File: src/rtl/lsu_pkg.sv
// Shared definitions for the load/store unit: RV64 funct3 codes, FSM state
// encoding and the access-size helper.
package lsu_pkg;

  localparam logic [2:0] F3_B  = 3'b000;
  localparam logic [2:0] F3_H  = 3'b001;
  localparam logic [2:0] F3_W  = 3'b010;
  localparam logic [2:0] F3_D  = 3'b011;
  localparam logic [2:0] F3_BU = 3'b100;
  localparam logic [2:0] F3_HU = 3'b101;
  localparam logic [2:0] F3_WU = 3'b110;

  typedef enum logic [2:0] {
    S_IDLE,
    S_LD_ISSUE,
    S_LD_CAPTURE,
    S_RMW_ISSUE,
    S_RMW_CAPTURE,
    S_ST_WRITE,
    S_RESP
  } lsu_state_t;

  // Access size in bytes; the unsigned variants share the low two bits with the signed ones.
  function automatic logic [3:0] size_bytes(input logic [2:0] funct3);
    logic [3:0] size;
    case (funct3[1:0])
      2'b00:   size = 4'd1;
      2'b01:   size = 4'd2;
      2'b10:   size = 4'd4;
      default: size = 4'd8;
    endcase
    return size;
  endfunction

endpackage

File: src/rtl/load_store_unit_if.sv
// Pipeline request/response and data-memory signals of the load/store unit,
// with views for the pipeline (master), the unit (slave) and the memory.
interface load_store_unit_if;

  logic        req_valid;
  logic        req_ready;
  logic        req_write;
  logic [2:0]  req_funct3;
  logic [63:0] req_addr;
  logic [63:0] req_wdata;
  logic        resp_valid;
  logic [63:0] resp_rdata;
  logic        resp_error;
  logic        mem_read;
  logic        mem_write;
  logic [63:0] mem_address;
  logic [63:0] mem_write_data;
  logic [63:0] mem_read_data;

  modport master (
    output req_valid, req_write, req_funct3, req_addr, req_wdata,
    input  req_ready, resp_valid, resp_rdata, resp_error
  );

  modport slave (
    input  req_valid, req_write, req_funct3, req_addr, req_wdata, mem_read_data,
    output req_ready, resp_valid, resp_rdata, resp_error,
    output mem_read, mem_write, mem_address, mem_write_data
  );

  modport mem (
    input  mem_read, mem_write, mem_address, mem_write_data,
    output mem_read_data
  );

endinterface

File: src/rtl/lsu_align.sv
// Combinational data path of the load/store unit: load byte extraction with
// sign/zero extension, and byte merge of store data into a memory doubleword.
module lsu_align
  import lsu_pkg::*;
(
  input  logic [2:0]  funct3_i,
  input  logic [63:0] mem_rdata_i,
  input  logic [63:0] store_wdata_i,
  output logic [63:0] load_data_o,
  output logic [63:0] store_data_o
);

  logic [3:0] size;
  assign size = size_bytes(funct3_i);

  // Low `size` bytes come from the store data, the rest keep the memory contents.
  generate
    for (genvar gi = 0; gi < 8; gi++) begin : g_merge
      assign store_data_o[8*gi +: 8] = (4'(gi) < size) ? store_wdata_i[8*gi +: 8]
                                                       : mem_rdata_i[8*gi +: 8];
    end
  endgenerate

  always_comb begin
    load_data_o = mem_rdata_i;
    case (funct3_i)
      F3_B:    load_data_o = {{56{mem_rdata_i[7]}},  mem_rdata_i[7:0]};
      F3_H:    load_data_o = {{48{mem_rdata_i[15]}}, mem_rdata_i[15:0]};
      F3_W:    load_data_o = {{32{mem_rdata_i[31]}}, mem_rdata_i[31:0]};
      F3_BU:   load_data_o = {56'd0, mem_rdata_i[7:0]};
      F3_HU:   load_data_o = {48'd0, mem_rdata_i[15:0]};
      F3_WU:   load_data_o = {32'd0, mem_rdata_i[31:0]};
      default: load_data_o = mem_rdata_i;
    endcase
  end

endmodule

File: src/rtl/load_store_unit.sv
// RV64 load/store unit over a doubleword-only data memory port; sub-word stores
// are read-modify-write. Define MISALIGN_TRAP_EN to reject misaligned accesses.
module load_store_unit
  import lsu_pkg::*;
#(
  parameter int unsigned MEM_BYTES = 512
) (
  input  logic              clk,
  input  logic              reset,
  load_store_unit_if.slave  bus
);

  localparam logic [63:0] ADDR_MAX = 64'(MEM_BYTES - 8);

  lsu_state_t  state_q, state_d;
  logic [2:0]  funct3_q, funct3_d;
  logic [63:0] wdata_q, wdata_d;
  logic        req_ready_q, req_ready_d;
  logic        resp_valid_q, resp_valid_d;
  logic        resp_error_q, resp_error_d;
  logic [63:0] resp_rdata_q, resp_rdata_d;
  logic        mem_read_q, mem_read_d;
  logic        mem_write_q, mem_write_d;
  logic [63:0] mem_address_q, mem_address_d;
  logic [63:0] mem_write_data_q, mem_write_data_d;

  logic        accept;
  logic        range_err;
  logic        funct3_err;
  logic        align_err;
  logic        req_err;
  logic [63:0] load_data;
  logic [63:0] store_data;

  assign accept    = bus.req_valid & req_ready_q;
  // A plain compare also catches addresses whose +7 would wrap past 2^64.
  assign range_err = bus.req_addr > ADDR_MAX;
  assign funct3_err = bus.req_write ? bus.req_funct3[2] : (bus.req_funct3 == 3'b111);

`ifdef MISALIGN_TRAP_EN
  logic [3:0] acc_size;
  logic [2:0] align_mask;
  assign acc_size   = size_bytes(bus.req_funct3);
  assign align_mask = 3'(acc_size - 4'd1);
  assign align_err  = |(bus.req_addr[2:0] & align_mask);
`else
  assign align_err  = 1'b0;
`endif

  assign req_err = range_err | funct3_err | align_err;

  lsu_align u_align (
    .funct3_i      (funct3_q),
    .mem_rdata_i   (bus.mem_read_data),
    .store_wdata_i (wdata_q),
    .load_data_o   (load_data),
    .store_data_o  (store_data)
  );

  always_comb begin
    state_d          = state_q;
    funct3_d         = funct3_q;
    wdata_d          = wdata_q;
    resp_error_d     = 1'b0;
    resp_rdata_d     = 64'd0;
    mem_address_d    = mem_address_q;
    mem_write_data_d = mem_write_data_q;

    case (state_q)
      S_IDLE: begin
        if (accept) begin
          funct3_d = bus.req_funct3;
          wdata_d  = bus.req_wdata;
          if (req_err) begin
            state_d      = S_RESP;
            resp_error_d = 1'b1;
          end else if (!bus.req_write) begin
            state_d       = S_LD_ISSUE;
            mem_address_d = bus.req_addr;
          end else if (bus.req_funct3 == F3_D) begin
            state_d          = S_ST_WRITE;
            mem_address_d    = bus.req_addr;
            mem_write_data_d = bus.req_wdata;
          end else begin
            state_d       = S_RMW_ISSUE;
            mem_address_d = bus.req_addr;
          end
        end
      end
      S_LD_ISSUE:    state_d = S_LD_CAPTURE;
      S_LD_CAPTURE: begin
        state_d      = S_RESP;
        resp_rdata_d = load_data;
      end
      S_RMW_ISSUE:   state_d = S_RMW_CAPTURE;
      S_RMW_CAPTURE: begin
        state_d          = S_ST_WRITE;
        mem_write_data_d = store_data;
      end
      S_ST_WRITE:    state_d = S_RESP;
      S_RESP:        state_d = S_IDLE;
      default:       state_d = S_IDLE;
    endcase

    // Outputs are registered copies of what the next state drives.
    req_ready_d  = (state_d == S_IDLE);
    resp_valid_d = (state_d == S_RESP);
    mem_read_d   = (state_d == S_LD_ISSUE) || (state_d == S_RMW_ISSUE);
    mem_write_d  = (state_d == S_ST_WRITE);
  end

  always_ff @(posedge clk) begin
    if (reset) begin
      state_q          <= S_IDLE;
      funct3_q         <= 3'd0;
      wdata_q          <= 64'd0;
      req_ready_q      <= 1'b1;
      resp_valid_q     <= 1'b0;
      resp_error_q     <= 1'b0;
      resp_rdata_q     <= 64'd0;
      mem_read_q       <= 1'b0;
      mem_write_q      <= 1'b0;
      mem_address_q    <= 64'd0;
      mem_write_data_q <= 64'd0;
    end else begin
      state_q          <= state_d;
      funct3_q         <= funct3_d;
      wdata_q          <= wdata_d;
      req_ready_q      <= req_ready_d;
      resp_valid_q     <= resp_valid_d;
      resp_error_q     <= resp_error_d;
      resp_rdata_q     <= resp_rdata_d;
      mem_read_q       <= mem_read_d;
      mem_write_q      <= mem_write_d;
      mem_address_q    <= mem_address_d;
      mem_write_data_q <= mem_write_data_d;
    end
  end

  assign bus.req_ready      = req_ready_q;
  assign bus.resp_valid     = resp_valid_q;
  assign bus.resp_error     = resp_error_q;
  assign bus.resp_rdata     = resp_rdata_q;
  assign bus.mem_read       = mem_read_q;
  assign bus.mem_write      = mem_write_q;
  assign bus.mem_address    = mem_address_q;
  assign bus.mem_write_data = mem_write_data_q;

endmodule
File: src/flat_wrapper.sv
// flat-port wrapper written by rule: the top's interface ports become plain ports
module load_store_unit_flat import lsu_pkg::*;
#(
  parameter int unsigned MEM_BYTES = 512
)
  (clk, reset, bus_req_valid, bus_req_write, bus_req_funct3, bus_req_addr, bus_req_wdata, bus_mem_read_data, bus_req_ready, bus_resp_valid, bus_resp_rdata, bus_resp_error, bus_mem_read, bus_mem_write, bus_mem_address, bus_mem_write_data);
  load_store_unit_if bus_i ();
  input  logic clk;
  input  logic reset;
  input wire logic [$bits(bus_i.req_valid)-1:0] bus_req_valid;
  input wire logic [$bits(bus_i.req_write)-1:0] bus_req_write;
  input wire logic [$bits(bus_i.req_funct3)-1:0] bus_req_funct3;
  input wire logic [$bits(bus_i.req_addr)-1:0] bus_req_addr;
  input wire logic [$bits(bus_i.req_wdata)-1:0] bus_req_wdata;
  input wire logic [$bits(bus_i.mem_read_data)-1:0] bus_mem_read_data;
  output wire logic [$bits(bus_i.req_ready)-1:0] bus_req_ready;
  output wire logic [$bits(bus_i.resp_valid)-1:0] bus_resp_valid;
  output wire logic [$bits(bus_i.resp_rdata)-1:0] bus_resp_rdata;
  output wire logic [$bits(bus_i.resp_error)-1:0] bus_resp_error;
  output wire logic [$bits(bus_i.mem_read)-1:0] bus_mem_read;
  output wire logic [$bits(bus_i.mem_write)-1:0] bus_mem_write;
  output wire logic [$bits(bus_i.mem_address)-1:0] bus_mem_address;
  output wire logic [$bits(bus_i.mem_write_data)-1:0] bus_mem_write_data;
  assign bus_i.req_valid = bus_req_valid;
  assign bus_i.req_write = bus_req_write;
  assign bus_i.req_funct3 = bus_req_funct3;
  assign bus_i.req_addr = bus_req_addr;
  assign bus_i.req_wdata = bus_req_wdata;
  assign bus_i.mem_read_data = bus_mem_read_data;
  assign bus_req_ready = bus_i.req_ready;
  assign bus_resp_valid = bus_i.resp_valid;
  assign bus_resp_rdata = bus_i.resp_rdata;
  assign bus_resp_error = bus_i.resp_error;
  assign bus_mem_read = bus_i.mem_read;
  assign bus_mem_write = bus_i.mem_write;
  assign bus_mem_address = bus_i.mem_address;
  assign bus_mem_write_data = bus_i.mem_write_data;
  load_store_unit #(.MEM_BYTES(MEM_BYTES)) u_core (.clk(clk), .reset(reset), .bus(bus_i));
endmodule
File: config.mk
export PLATFORM = sky130hd
export DESIGN_NAME = load_store_unit_flat
export DESIGN_NICKNAME = d
export VERILOG_FILES = /design/src/rtl/lsu_pkg.sv /design/src/rtl/load_store_unit_if.sv /design/src/rtl/lsu_align.sv /design/src/rtl/load_store_unit.sv /design/src/flat_wrapper.sv
export SDC_FILE = /design/constraint.sdc
export NUM_CORES = 1
export LEC_CHECK = 0
export ABC_AREA = 1
export BUFFER_PORTS_ARGS = -buffer_cell sky130_fd_sc_hd__buf_4
export CAP_MARGIN = 10
export CORE_UTILIZATION = 38
export DETAILED_ROUTE_END_ITERATION = 12
export PLACE_DENSITY = 0.67
export RECOVER_POWER = 25
export SETUP_SLACK_MARGIN = 0.15
export SYNTH_ARGS = -nofsm -noshare
export SYNTH_HDL_FRONTEND = slang
export SYNTH_SLANG_ARGS = --single-unit
File: constraint.sdc
create_clock -name clk -period 2.52 [get_ports clk]
set_input_delay 0.252 -clock clk [delete_from_list [all_inputs] [get_ports clk]]
set_output_delay 0.252 -clock clk [all_outputs]
set_load 0.01 [all_outputs]
=== After elaboration in Yosys (flattened, before gate mapping) ===
Cells that the tools add are included.

* Flip-flop bits (word level): 267
* Input bits: 199
* Output and inout port bits: 197
* Logic and storage cells: 82

* Order comparisons: 9
* Equal/unequal tests: 22
* Mux-type cells: 22
* Bitwise gates (word level): 6
* Reduce and logical (&&, ||, !) cells: 12

{| class="wikitable"
|+ Operators by type and width
! kind !! count
|-
| one-hot mux 64 bit (6 select lines) || 1
|-
| two-way mux 64 bit || 4
|-
| one-hot mux 64 bit (2 select lines) || 1
|-
| > comparator 64 x 9 -> 1 bit, second input constant || 1
|-
| two-way mux 8 bit || 8
|-
| == test 3 bit, second input constant || 8
|-
| < comparator 3 x 4 -> 1 bit, first input constant || 4
|-
| == test 3 x 2 -> 1 bit, second input constant || 5
|-
| one-hot mux 3 bit (5 select lines) || 1
|-
| two-way mux 3 bit || 4
|-
| one-hot mux 4 bit (3 select lines) || 1
|-
| == test 3 x 1 -> 1 bit, second input constant || 3
|-
| zero test 3 bit || 3
|-
| < comparator 1 x 4 -> 1 bit, first input constant || 2
|-
| < comparator 2 x 4 -> 1 bit, first input constant || 2
|-
| AND reduction 5 bit || 1
|-
| inequality test 2 x 1 -> 1 bit, second input constant || 2
|-
| inequality test 2 bit, second input constant || 2
|-
| inverter 1 bit || 4
|-
| OR reduction 2 bit || 2
|-
| AND reduction 3 bit || 1
|-
| OR reduction 3 bit || 1
|-
| == test 2 x 1 -> 1 bit, second input constant || 1
|-
| == test 2 bit, second input constant || 1
|-
| other kinds (7) || 8
|}

=== Depth between registers and ports, before layout ===
* Word-level depth: 8
* Mapped depth: 12
* Gate-level depth less buffers: 11

=== Cells and area by module ===
From an unflattened synthesis, not the netlist that was laid out.

* Cells, all modules: 1718
* Area, all modules: 11751.3 um^2

{| class="wikitable"
|+ By module, submodules not included
! module !! times used !! cells an instance !! area each (um^2) !! sequential area each (um^2)
|-
| load_store_unit || 1 || 1386 || 10141.0 || 5345.1
|-
| lsu_align || 1 || 332 || 1610.3 || 0.0
|}

=== Least setup slack after synthesis ===
OpenSTA, ideal clock, no wires.

* Path type: flip-flop to flip-flop
* From: reg u_core.funct3_q[1]
* To: reg u_core.resp_rdata_q[49], in the netlist u_core.bus.resp_rdata[49]
* Setup time: 0.128 ns
* Data arrival time: 1.532 ns
* Required time: 2.392 ns
* Setup slack: 0.860 ns
* Cell stages (with the launch flop): 10
* Path buffers: 2
* Clock period less this slack: 1.660 ns
* Path through: dfxtp_1 clkbuf_1 nor2_4 inv_2 nor3_2 a41oi_4 o41ai_2 buf_2 a21oi_1 nor2_1

* Longest elaborated chain between the ends: 2
* Elaborated cells on any way between the ends: 7
* Those cells by class: 5 x eq/ne; 1 x mux; 1 x reduce/logical

{| class="wikitable"
|+ Ends and longest elaborated chain
! item !! line !! source
|-
| start, declared || load_store_unit.sv:16 || <nowiki>logic [2:0] funct3_q, funct3_d;</nowiki>
|-
| start signal, assigned || load_store_unit.sv:127 || <nowiki>funct3_q <= funct3_d;</nowiki>
|-
| == test 3 bit (tied with other cells) || lsu_align.sv:26 || <nowiki>case (funct3_i)</nowiki>
|-
| one-hot mux 64 bit (6 select lines) (*) || lsu_align.sv:26 ||
|-
| end signal, assigned || load_store_unit.sv:132 || <nowiki>resp_rdata_q <= resp_rdata_d;</nowiki>
|-
| end, declared || load_store_unit.sv:21 || <nowiki>logic [63:0] resp_rdata_q, resp_rdata_d;</nowiki>
|}

Every way passes the cells marked *; elsewhere a longest branch is shown, timed or not.
A chain may end at the register's enable or synchronous reset.

=== Worst setup path in the final report ===
* From: reg u_core.funct3_q[0]
* To: reg u_core.resp_rdata_q[55], in the netlist u_core.bus.resp_rdata[55]

Same word-level chain as after synthesis.

==> impl_metrics.tcl <==
set metrics [dict create \
    status "finished, final reports clean" \
    start_util_pct 39.1 \
    ys_top_cells_by_area "dfxtp_1, nor2_1, nand2_1, o21ai_0, nand3_1" \
    crit_path_top_delay_cell "dfxtp_1" \
    synth_largest_area_cell "dfxtp_1" \
    clkSinkCount 267 \
    die_y_um 169 \
    via_per_inst 4.83 \
    clk_latency_ps 550 \
    syn_to_final_growth_pct 50.3 \
    antenna_found_initial 0 \
    io_pins 396 \
    core_um2 27200 \
    synth_top_family_by_area "simple AND/OR/NAND/NOR gates" \
    grt_setup_unrepaired "no" \
    multi_input_area_um2 4350 \
    avgSynthCellArea_um2 7.03 \
    synthXorXnorAreaFrac_pct 0.0825 \
    placed_cell_area_um2 13900 \
    grt_pass1_vias 11300 \
    worstPathArrival_ps 2540 \
    fin_crit_ps 2120 \
    die-area_um2 28600 \
    period_share_pct 84.2 \
    vias 11600 \
    hold_viol 0 \
    criticalPathCategory "register to register" \
    slew_headroom_pct 48.8 \
    firstDrtPassIters 5 \
    grt_pass1_wl_um 57700 \
    synth.top_cell.area_share_pct 50.4 \
    synth.net_count 1709 \
    tritoncts "built" \
    tightest_slew_ps 767 \
    drc 0 \
    clk_path_buf_depth 3 \
    synthMuxAreaShare_pct 0.189 \
    cts_buffers 30 \
    grt_max_degree 103 \
    drive_gt1_share_pct 18.4 \
    critPathMaxFanout 32 \
    drtAntennaViolNets 0 \
    final_cell_area_um2 16000 \
    ys_types 25 \
    hold_path.class "primary input to register" \
    synth-compound-area-share_pct 12.2 \
    slowest_delay_ps 530 \
    setup-violations-final 0 \
    drv_cap 0 \
    finClkSkew_ps 9.91 \
    ys_seq_area_share_pct 50.4 \
    dp_hpwl_um 23900 \
    fin_nets 2195 \
    yosys.area_share.simple_pct 28.1 \
    io_buffer_count 395 \
    critPathBufInv 2 \
    antenna_cells 0 \
    power_density_nw_per_um2 993 \
    synthAdderAreaFrac_pct 0 \
    die_x_um 169 \
    gp_congestion 0.821 \
    cts_setup_buffers 0 \
    synth_area_um2 10600 \
    drv_slew 0 \
    grtUsageTotal_pct 25.1 \
    setup-tns-final_ps 0 \
    path_cells "nor2_4, inv_2, nor3_2, a41oi_4, o41ai_4, buf_4, a21oi_1, nor2_1" \
    cts-root-buf "clkbuf_16" \
    wl_per_cell_um 15.4 \
    power.total_uw 15800 \
    layout_common_cells "nor2_1, buf_4, nand2_1" \
    fmaxAchievable_ghz 0.471 \
    synthCells 1510 \
    ys_ff_latch 267 \
    final_common_cell "nor2_1" \
    fillers 2570 \
    rows 60 \
    crit_required_ps 2940 \
    drtIter0Drc 727 \
    power_leakage_uw 0.00779 \
    crit_path_end_kind "register" \
    clkSlewWorstSetupHoldPaths_ps 60 \
    regArea_um2 5350 \
    grt_overflow 0 \
    cp_top_family "buffers and inverters" \
    worst_setup_path_start_kind "register" \
    routed_wl_um 36800 \
    yosys_warnings 0 \
    ir_drop_uv 517 \
    h-tree-depth 1 \
]
[report_power, final]
part / switching, µW / internal, µW
combinational: 3590 / 1990
sequential: 446 / 5110
clock: 1780 / 2940
total: 5820 / 10000
[through the flow]
step	setup WS (ps)	hold WS, ps	util [%]	instances
after floorplan	860	324	-	1510
after global placement	423	435	51.3	2200
after detailed placement	373	443	51.3	2200
after CTS	376	4.68	60.3	2392
after global routing	231	50.4	58.7	2392
final	398	32.4	58.7	2392
[worst paths after layout]
kind         cells past startpoint               start  slack (ps)                         to
max                              8  u_core.funct3_q[0]         400  u_core.bus.resp_rdata[55]
min                              3    bus_req_wdata[6]          30          u_core.wdata_q[6]
max reg2reg                      8  u_core.funct3_q[0]         400  u_core.bus.resp_rdata[55]
min reg2reg                      2   u_core.wdata_q[5]         450          u_core.wdata_q[5]
[area by class of cell]
cell class                 count  share of cell area (%)
clock buffer                  44                    5.80
sequential                   267                    33.5
tap                          372                    2.92
timing repair buffer         555                    26.0
multi-input combinational    997                    27.3
clock inverter                12                    1.06
inverter                     145                    3.44
[state kept, by name, indices dropped and copies added (netlist names), 3 cells and up]
signal and flops:
u_core.bus.mem_address 64, u_core.bus.mem_write_data 64, u_core.bus.resp_rdata 64, u_core.wdata_q 64, u_core.funct3_q 3, u_core.state_q 3
[timing repair]
item                                    in CTS  in global routing
hold buffers                               136                  0
endpoints found under the hold margin      137                  0
endpoints found under the setup margin       0                  1
resized for setup                            0                  1
[synth_stat cells]
library cell,n
a21boi_0,1
a21oi_1,88
a31oi_1,13
a41oi_4,1
buf_1,11
buf_2,25
clkbuf_1,65
clkinv_1,2
dfxtp_1,267
inv_1,138
inv_2,5
mux2i_1,2
nand2_1,290
nand3_1,119
nand4_1,5
nor2_1,328
nor2_2,2
nor2_4,1
nor3_1,1
nor3_2,1
o211ai_1,4
o21ai_0,138
o21ai_1,1
o41ai_2,1
xnor2_1,1
[worst reg2reg max path, cell delays in order (launching register included)]
cell	delay, ps
dfxtp_1	530
nor2_4	150
inv_2	310
nor3_2	120
a41oi_4	220
o41ai_4	100
buf_4	260
a21oi_1	240
nor2_1	70
[cell families (layout without fill, tap and decap cells)]
logic type	Yosys count	count (layout)
compound gates	247	247
xor+xnor	1	1
buf+inv	246	756
flops	267	267
mux	2	2
simple gates	747	747
[per-layer routing]
layer	wire, µm	global-route usage, %	share of wire (%)
met1	15100	29.7	41
met2	17300	43.5	47
met3	2950	6.06	8.0
met4	1430	9.99	3.9
met5	0	0	0
(Power assumes the default switching activity.)
